**config.mk**
```make
export PLATFORM = sky130hd
export DESIGN_NAME = i2c_init_sequencer
export DESIGN_NICKNAME = d
export VERILOG_FILES = /design/src/rtl/i2c_init_sequencer.sv
export SDC_FILE = /design/constraint.sdc
export NUM_CORES = 1
export LEC_CHECK = 0
export BUFFER_PORTS_ARGS = -buffer_cell sky130_fd_sc_hd__buf_2
export CORE_MARGIN = 1.5
export CORE_UTILIZATION = 55
export CTS_CLUSTER_SIZE = 25
export DETAILED_ROUTE_END_ITERATION = 12
export PLACE_DENSITY = 0.76
export SETUP_SLACK_MARGIN = 0.2
export SLEW_MARGIN = 20
export SYNTH_ARGS = -nofsm -noshare
export SYNTH_HDL_FRONTEND = slang
export SYNTH_SLANG_ARGS = --single-unit
```
**constraint.sdc**
```tcl
create_clock -name clk -period 3.4 [get_ports clk]
set_input_delay 0.68 -clock clk [delete_from_list [all_inputs] [get_ports clk]]
set_output_delay 0.68 -clock clk [all_outputs]
set_load 0.02 [all_outputs]
```
**src/rtl/i2c_init_sequencer.sv**
```systemverilog
`default_nettype none
// ============================================================================
// Module      : i2c_init_sequencer
// Description : Walks a {dev, reg, val} ROM table at power-up and issues one
//               I2C write per entry through the byte-level engine, retrying
//               on NACK. Define I2C_SEQ_HPD_REINIT_EN to also restart the
//               table on a debounced HDMI hot-plug rising edge.
// Revision    : 1.0 - initial release
// ============================================================================
module i2c_init_sequencer #(
    parameter int TABLE_LEN      = 64,
    parameter int MAX_RETRY      = 3,
    parameter int POWERUP_CYCLES = 5600000,
    parameter int GAP_CYCLES     = 2800,
    parameter int HPD_DEBOUNCE   = 280000,
    localparam int IDX_W         = (TABLE_LEN > 1) ? $clog2(TABLE_LEN) : 1
) (
    input  logic             clk,
    input  logic             rst,
    input  logic             resend,
    input  logic             hpd,
    output logic [IDX_W-1:0] tbl_index,
    input  logic [23:0]      tbl_entry,
    output logic             wr_req,
    input  logic             wr_ready,
    output logic [7:0]       wr_dev,
    output logic [7:0]       wr_reg,
    output logic [7:0]       wr_val,
    input  logic             wr_done,
    input  logic             wr_nack,
    output logic             busy,
    output logic             done,
    output logic             error,
    output logic [IDX_W-1:0] err_index
);

    localparam int c_CNT_W   = 23;
    localparam int c_CMP_W   = c_CNT_W + 1;
    localparam int c_RETRY_W = (MAX_RETRY > 0) ? $clog2(MAX_RETRY + 1) : 1;

    localparam logic [c_CNT_W-1:0]   c_CNT_ONE    = c_CNT_W'(1);
    localparam logic [c_CNT_W-1:0]   c_FETCH_LAST = c_CNT_W'(2);
    localparam logic [c_CMP_W-1:0]   c_CMP_ONE    = c_CMP_W'(1);
    localparam logic [c_CMP_W-1:0]   c_PWR_LEN    = c_CMP_W'(POWERUP_CYCLES);
    localparam logic [c_CMP_W-1:0]   c_GAP_LEN    = c_CMP_W'(GAP_CYCLES);
    localparam logic [c_RETRY_W-1:0] c_MAX_RETRY  = c_RETRY_W'(MAX_RETRY);
    localparam logic [c_RETRY_W-1:0] c_RETRY_ONE  = c_RETRY_W'(1);
    localparam logic [IDX_W:0]       c_IDX_ONE    = (IDX_W + 1)'(1);
    localparam logic [IDX_W:0]       c_TABLE_END  = (IDX_W + 1)'(TABLE_LEN);
    localparam logic [7:0]           c_DEV_END    = 8'hFF;

    typedef enum logic [2:0] {
        S_POWERUP = 3'd0,
        S_FETCH   = 3'd1,
        S_ISSUE   = 3'd2,
        S_WAIT    = 3'd3,
        S_GAP     = 3'd4,
        S_DONE    = 3'd5,
        S_ERROR   = 3'd6
    } state_t;

    state_t                 r_state;
    state_t                 w_state_next;
    logic [c_CNT_W-1:0]     r_cnt;
    logic [c_CNT_W-1:0]     w_cnt_next;
    logic [IDX_W-1:0]       r_index;
    logic [IDX_W-1:0]       w_index_next;
    logic [c_RETRY_W-1:0]   r_retry;
    logic [c_RETRY_W-1:0]   w_retry_next;
    logic                   r_pending;
    logic                   w_pending_next;
    logic                   r_nack;
    logic                   w_nack_next;
    logic [IDX_W-1:0]       r_err_index;
    logic [IDX_W-1:0]       w_err_index_next;
    logic [7:0]             r_dev, r_reg, r_val;
    logic [7:0]             w_dev_next, w_reg_next, w_val_next;
    logic                   r_wr_req, r_busy, r_done, r_error;

    logic                   w_restart;
    logic                   w_go_fetch;
    logic                   w_pwr_end;
    logic                   w_gap_end;
    logic [IDX_W:0]         w_index_inc;

    // ------------------------------------------------------------------------
    // Restart source: resend pulse, optionally OR'ed with debounced hot-plug
    // ------------------------------------------------------------------------
`ifdef I2C_SEQ_HPD_REINIT_EN
    localparam logic [c_CMP_W-1:0] c_HPD_LEN = c_CMP_W'(HPD_DEBOUNCE);

    logic [1:0]         r_hpd_sync;
    logic               r_hpd_level;
    logic               r_hpd_rise;
    logic [c_CNT_W-1:0] r_hpd_cnt;

    always_ff @(posedge clk or posedge rst) begin
        if (rst) begin
            r_hpd_sync  <= 2'b00;
            r_hpd_level <= 1'b0;
            r_hpd_rise  <= 1'b0;
            r_hpd_cnt   <= '0;
        end else begin
            r_hpd_sync <= {r_hpd_sync[0], hpd};
            r_hpd_rise <= 1'b0;
            // Count consecutive cycles the synchronized level differs from the accepted one
            if (r_hpd_sync[1] == r_hpd_level) begin
                r_hpd_cnt <= '0;
            end else if (({1'b0, r_hpd_cnt} + c_CMP_ONE) >= c_HPD_LEN) begin
                r_hpd_level <= r_hpd_sync[1];
                r_hpd_rise  <= r_hpd_sync[1];
                r_hpd_cnt   <= '0;
            end else if (!(&r_hpd_cnt)) begin
                r_hpd_cnt <= r_hpd_cnt + c_CNT_ONE;
            end
        end
    end

    assign w_restart = resend | r_hpd_rise;
`else
    logic [1:0] w_unused_hpd;
    assign w_unused_hpd = {hpd, (HPD_DEBOUNCE > 0)};
    assign w_restart    = resend;
`endif

    assign w_pwr_end   = ({1'b0, r_cnt} + c_CMP_ONE) >= c_PWR_LEN;
    assign w_gap_end   = ({1'b0, r_cnt} + c_CMP_ONE) >= c_GAP_LEN;
    assign w_index_inc = {1'b0, r_index} + c_IDX_ONE;

    // ------------------------------------------------------------------------
    // Next-state and datapath logic
    // ------------------------------------------------------------------------
    always_comb begin
        w_state_next     = r_state;
        w_cnt_next       = (&r_cnt) ? r_cnt : r_cnt + c_CNT_ONE;
        w_index_next     = r_index;
        w_retry_next     = r_retry;
        w_pending_next   = r_pending;
        w_nack_next      = r_nack;
        w_err_index_next = r_err_index;
        w_dev_next       = r_dev;
        w_reg_next       = r_reg;
        w_val_next       = r_val;
        w_go_fetch       = 1'b0;

        case (r_state)
            S_POWERUP: begin
                if (w_restart || w_pwr_end) begin
                    w_go_fetch = 1'b1;
                end
            end
            S_FETCH: begin
                if (w_restart) begin
                    w_go_fetch = 1'b1;
                end else if (r_cnt == c_FETCH_LAST) begin
                    if (tbl_entry[23:16] == c_DEV_END) begin
                        w_state_next = S_DONE;
                    end else begin
                        w_dev_next   = tbl_entry[23:16];
                        w_reg_next   = tbl_entry[15:8];
                        w_val_next   = tbl_entry[7:0];
                        w_state_next = S_ISSUE;
                    end
                end
            end
            S_ISSUE: begin
                // A restart coinciding with the handshake is deferred: the engine owns the transfer
                if (wr_ready) begin
                    w_state_next   = S_WAIT;
                    w_pending_next = w_restart;
                end else if (w_restart) begin
                    w_go_fetch = 1'b1;
                end
            end
            S_WAIT: begin
                if (wr_done) begin
                    if (r_pending || w_restart) begin
                        w_go_fetch = 1'b1;
                    end else begin
                        w_nack_next  = wr_nack;
                        w_cnt_next   = '0;
                        w_state_next = S_GAP;
                    end
                end else if (w_restart) begin
                    w_pending_next = 1'b1;
                end
            end
            S_GAP: begin
                if (w_restart) begin
                    w_go_fetch = 1'b1;
                end else if (w_gap_end) begin
                    if (!r_nack) begin
                        w_retry_next = '0;
                        if (w_index_inc == c_TABLE_END) begin
                            w_state_next = S_DONE;
                        end else begin
                            w_index_next = w_index_inc[IDX_W-1:0];
                            w_cnt_next   = '0;
                            w_state_next = S_FETCH;
                        end
                    end else if (r_retry < c_MAX_RETRY) begin
                        w_retry_next = r_retry + c_RETRY_ONE;
                        w_state_next = S_ISSUE;
                    end else begin
                        w_err_index_next = r_index;
                        w_state_next     = S_ERROR;
                    end
                end
            end
            S_DONE, S_ERROR: begin
                if (w_restart) begin
                    w_go_fetch = 1'b1;
                end
            end
            default: begin
                w_state_next = S_POWERUP;
            end
        endcase

        if (w_go_fetch) begin
            w_state_next   = S_FETCH;
            w_cnt_next     = '0;
            w_index_next   = '0;
            w_retry_next   = '0;
            w_pending_next = 1'b0;
        end
    end

    // ------------------------------------------------------------------------
    // State and output registers; outputs decode the next state so they stay
    // aligned with the state register
    // ------------------------------------------------------------------------
    always_ff @(posedge clk or posedge rst) begin
        if (rst) begin
            r_state     <= S_POWERUP;
            r_cnt       <= '0;
            r_index     <= '0;
            r_retry     <= '0;
            r_pending   <= 1'b0;
            r_nack      <= 1'b0;
            r_err_index <= '0;
            r_dev       <= 8'h00;
            r_reg       <= 8'h00;
            r_val       <= 8'h00;
            r_wr_req    <= 1'b0;
            r_busy      <= 1'b1;
            r_done      <= 1'b0;
            r_error     <= 1'b0;
        end else begin
            r_state     <= w_state_next;
            r_cnt       <= w_cnt_next;
            r_index     <= w_index_next;
            r_retry     <= w_retry_next;
            r_pending   <= w_pending_next;
            r_nack      <= w_nack_next;
            r_err_index <= w_err_index_next;
            r_dev       <= w_dev_next;
            r_reg       <= w_reg_next;
            r_val       <= w_val_next;
            r_wr_req    <= (w_state_next == S_ISSUE);
            r_busy      <= !((w_state_next == S_DONE) || (w_state_next == S_ERROR));
            r_done      <= (w_state_next == S_DONE);
            r_error     <= (w_state_next == S_ERROR);
        end
    end

    assign tbl_index = r_index;
    assign wr_req    = r_wr_req;
    assign wr_dev    = r_dev;
    assign wr_reg    = r_reg;
    assign wr_val    = r_val;
    assign busy      = r_busy;
    assign done      = r_done;
    assign error     = r_error;
    assign err_index = r_err_index;

endmodule
`default_nettype wire

```
[Yosys cells after proc, flatten, opt, wreduce, memory -nomap -nowiden]
Index checks and enable logic that the tools add are counted.
Storage, ports and cells
  flip-flop bits (word level): 70
  output and inout bits: 40
  input bits: 31
  RAM bits: 0
  logic and storage cells: 106
  memories: 0
  ROM bits: 0
  latch bits: 0
Operators by class
  add/sub/neg operators: 4
  magnitude comparators: 3
  reductions and logical operators: 17
  multiplexer cells: 45
  $mul: 0
  eq/ne operators: 19
  div/mod/pow operators: 0
  shifts and indexed selects: 0
  bitwise logic cells: 4
Operator list (number)
  $mux W23: 8
  $pmux W23 S2: 1
  $mux W3: 12
  $mux W6: 6
  $add A23 B1 Y24 const B: 1
  $ge A24 B12 Y1 const B: 1
  $ge A24 B23 Y1 const B: 1
  $add A23 B1 Y23 const B: 1
  $eq A23 B2 Y1 const B: 1
  $reduce_and A23 Y1: 1
  $eq A3 B3 Y1 const B: 5
  $pmux W3 S5: 1
  $mux W2: 6
  $reduce_and A4 Y1: 3
  $reduce_and A5 Y1: 2
  $eq A3 B2 Y1 const B: 3
  $mux W1: 9
  $ne A3 B3 Y1 const B: 3
  $eq A8 B8 Y1 const B: 1
  $add A6 B1 Y7 const B: 1
  $eq A7 B7 Y1 const B: 1
  $ne A2 B1 Y1 const B: 2
  $not A1 Y1: 4
  $pmux W1 S4: 1
  14 further kinds: 17

[Logic depth before layout (Yosys ltp)]
  depth in word-level cells: 11
  mapped depth: 11
  gate-level depth less buffers: 9

[Worst setup path before layout]
OpenSTA, ideal clock, no wires.
  path type: reg2reg
  start: reg r_cnt[1]
  end: reg r_index[2] (netlist: tbl_index[2])
  buffers on the path: 2
  arrival time: 2.858 ns
  data required time: 3.320 ns
  cell stages (with the launch flop): 12
  setup slack: 0.463 ns
  library setup time: 0.080 ns
  clock period less this slack: 2.937 ns
  cells stage by stage: dfrtp_1 > ha_1 > buf_2 > inv_1 > or4_4 > nor3b_1 > o311ai_1 > nor4_2 > and4_4 > buf_6 > or4_1 > a21oi_1
On the way
  word-level cells in the longest chain between the ends: 7
  elaborated cells between the ends (all ways): 13
  classes of those cells: add/sub (1); order compare (2); eq/ne (3); mux (3); reduce/logical (4)
Ends and longest elaborated chain
  from (decl): line 64  | logic [c_CNT_W-1:0] r_cnt;
  from (signal assigned): line 251  | r_cnt <= w_cnt_next;
  $add A23 B1 Y24 (*): line 126, 127
  $ge A24 B23 Y1: line 126  | assign w_pwr_end = ({1'b0, r_cnt} + c_CMP_ONE) >= c_PWR_LEN;
  $logic_or A1 B1 Y1: line 148  | if (w_restart || w_pwr_end) begin
  $mux W1: line 148
  $pmux W1 S4: line 146  | case (r_state)
  $ne A2 B2 Y1 (no source line), or another cell as far along
  $reduce_and A5 Y1 (no source line)
  to (signal assigned): line 252  | r_index <= w_index_next;
  to (decl): line 66  | logic [IDX_W-1:0] r_index;
Every way passes the cells marked *; elsewhere a longest branch is shown, timed or not.
A chain may end at the register's enable or synchronous reset.

[Worst setup path in the final report]
  start: reg r_cnt[14]
  end: reg r_index[5] (netlist: tbl_index[5])
Same word-level chain as after synthesis.

==> metrics.yaml <==
synthMuxAreaShare: 0.0862
crit_type: "reg2reg"
clock_path_buffers: 2
grt_max_degree: 38
final_cell_mix: "buf_2, dfrtp_1, nor2_1"
fmax_mhz: 333
endpoint_kind: "register"
numPortBuffers: 69
grt_pass1_vias: 3312
worst_pin_slew_ns: 0.496
clockRootBuffer: "clkbuf_8"
syn-cell-area_um2: 4040
insertion_delay_ns: 0.35
syn-num-nets: 456
period_minus_slack_ns: 3.00
synth_xor_xnor_area_share: 0.0391
synthCells: 420
ioPinCount: 71
hpwl_mm: 7.14
place_ws_ns: 0.216
crit_fanout: 14
setup_ws_ns: 0.397
crit_arrival_ns: 3.28
gp_congestion: 0.928
drtIter0Drc: 247
nets: 529
crit_path_start_kind: "register"
yosysWarnings: 0
async_flop_share: 1.00
via_count: 3621
synth_fa_ha_area_frac: 0.0155
largest-register: "r_cnt"
finalSetupViolations: 0
cts_buffers: 9
fin_crit_sh: 0.883
cts_htree_levels: 3
slew_headroom: 0.666
grt_first_pass_wirelength_mm: 15.9
power_leakage_nw: 2.16
overflow: 0
yosys.area_share.simple: 0.241
viasPerCell: 6.07
dr.pass1.iters: 4
drive_above_1_share: 0.319
rows: 31
maxCapViolations: 0
synth-edff-count: 0
layout_commonest_cell: "buf_2"
synth_ff_type: "dfrtp_1"
outcome: "finished clean"
ys_types: 61
ys_seq_area_frac: 0.434
area_growth_pct: 18.6
die-area_um2: 7860
syn_avg_cell_area_um2: 9.61
synth_top_family_by_area: "simple AND/OR/NAND/NOR gates"
ir_drop_mv: 0.403
grt_setup_unrepaired: "true"
place_area_um2: 4530
die_height_um: 88.7
tns_ns: 0
powerDensity_nw_per_um2: 641
die_x_um: 88.7
cp.required_ns: 3.68
diodes: 0
nFillCells: 562
hp-class: "in2async"
largest_register_ffs: 23
drc: 0
routedWlPerCell_um: 16.6
hold_viol: 0
antenna_found_initial: 0
final_core_util: 0.667
final_max_slew_viol_count: 0
finalWirelength_mm: 9.92
final_area_um2: 4790
finClkSkew_ns: 0.0122
clkSinkCount: 70
rr_worst_depth: 8
cts_tree: "built"
grt_usage: 0.263
ant_nets: 0
synth_compound_area_frac: 0.134
core_area_um2: 7180
start_util: 0.563
ys_seq_elements: 70
clk_pin_slew_ns: 0.09
[cell type report]
cell class / count / area (µm²) / area share
tap: 99 / 124 / 0.0259
timing repair buffer: 93 / 538 / 0.112
sequential: 70 / 1760 / 0.367
clock inverter: 7 / 105 / 0.0219
clock buffer: 9 / 124 / 0.0259
inverter: 12 / 45.0 / 0.00941
multi-input combinational: 307 / 2100 / 0.438
[path summary, 6_finish.rpt]
kind	slack [ns]	to	from
min in group clk	0.51	wr_dev[3]	wr_dev[3]
worst max-delay path	0.40	tbl_index[5]	r_cnt[14]
worst min-delay path	0.41	wr_dev[3]	rst
worst min register to register	0.51	wr_dev[3]	wr_dev[3]
worst max register to register	0.40	tbl_index[5]	r_cnt[14]
max in group asynchronous	2.61	r_cnt[4]	rst
[synthesized netlist by cell type, types with 7 or more instances]
master	count	area, µm²
a21oi_1	29	145
clkbuf_1	16	60.1
a31oi_1	10	62.6
xnor2_1	12	105
nor4_1	15	93.8
o31ai_1	7	52.6
nand4_1	14	87.6
nand3_1	14	70.1
inv_1	12	45.0
nor2_1	35	131
nand2_1	29	109
nor3_1	16	80.1
buf_2	9	45.0
dfrtp_1	69	1730
o21ai_0	9	45.0
mux2_2	30	338
[critical path: stages (launching register included)]
cell      delay (ns)
dfrtp_1         0.50
nand4_1         0.22
or4_1           0.69
nor2_1          0.26
buf_4           0.16
o311ai_0        0.14
and4_4          0.29
or4_1           0.52
a21oi_1         0.15
[metal layers]
metal  global-route usage  wire length, µm
met1                0.342             4200
met2                0.436             4970
met3               0.0606              550
met4               0.0810              193
met5                    0                0
[logic make-up (layout without fill, tap and decap cells)]
kind of cell	Yosys count	after routing
multiplexers	31	31
AND/OR/NAND/NOR	171	171
buffers and inverters	43	121
AO/OA/AOI/OAI	82	82
flip-flops	70	70
XOR/XNOR	18	18
adder cells (fa/ha/maj)	5	5
[where the power goes]
group / switching, mW / internal (mW) / total, mW / leakage (nW)
Clock: 0.350 / 0.424 / 0.774 / 0.112
Sequential: 0.160 / 1.04 / 1.20 / 0.920
Combinational: 0.638 / 0.456 / 1.09 / 1.13
Total: 1.15 / 1.92 / 3.07 / 2.16
[stage by stage]
stage,hold slack (ns),power (mW),instances
global placement,0.479,2.26,579
global route,0.449,3.25,597
finish,0.409,3.07,597
detailed placement,0.486,2.30,579
floorplan,0.514,1.93,420
CTS,0.420,3.07,595
[timing repair]
action | 4_1_cts | 5_1_grt
hold buffers | 0 | 0
resized for setup | 0 | 6
setup endpoints to repair | 0 | 19
setup buffers | 0 | 2
No activity file was read; power rests on OpenSTA's default activity.
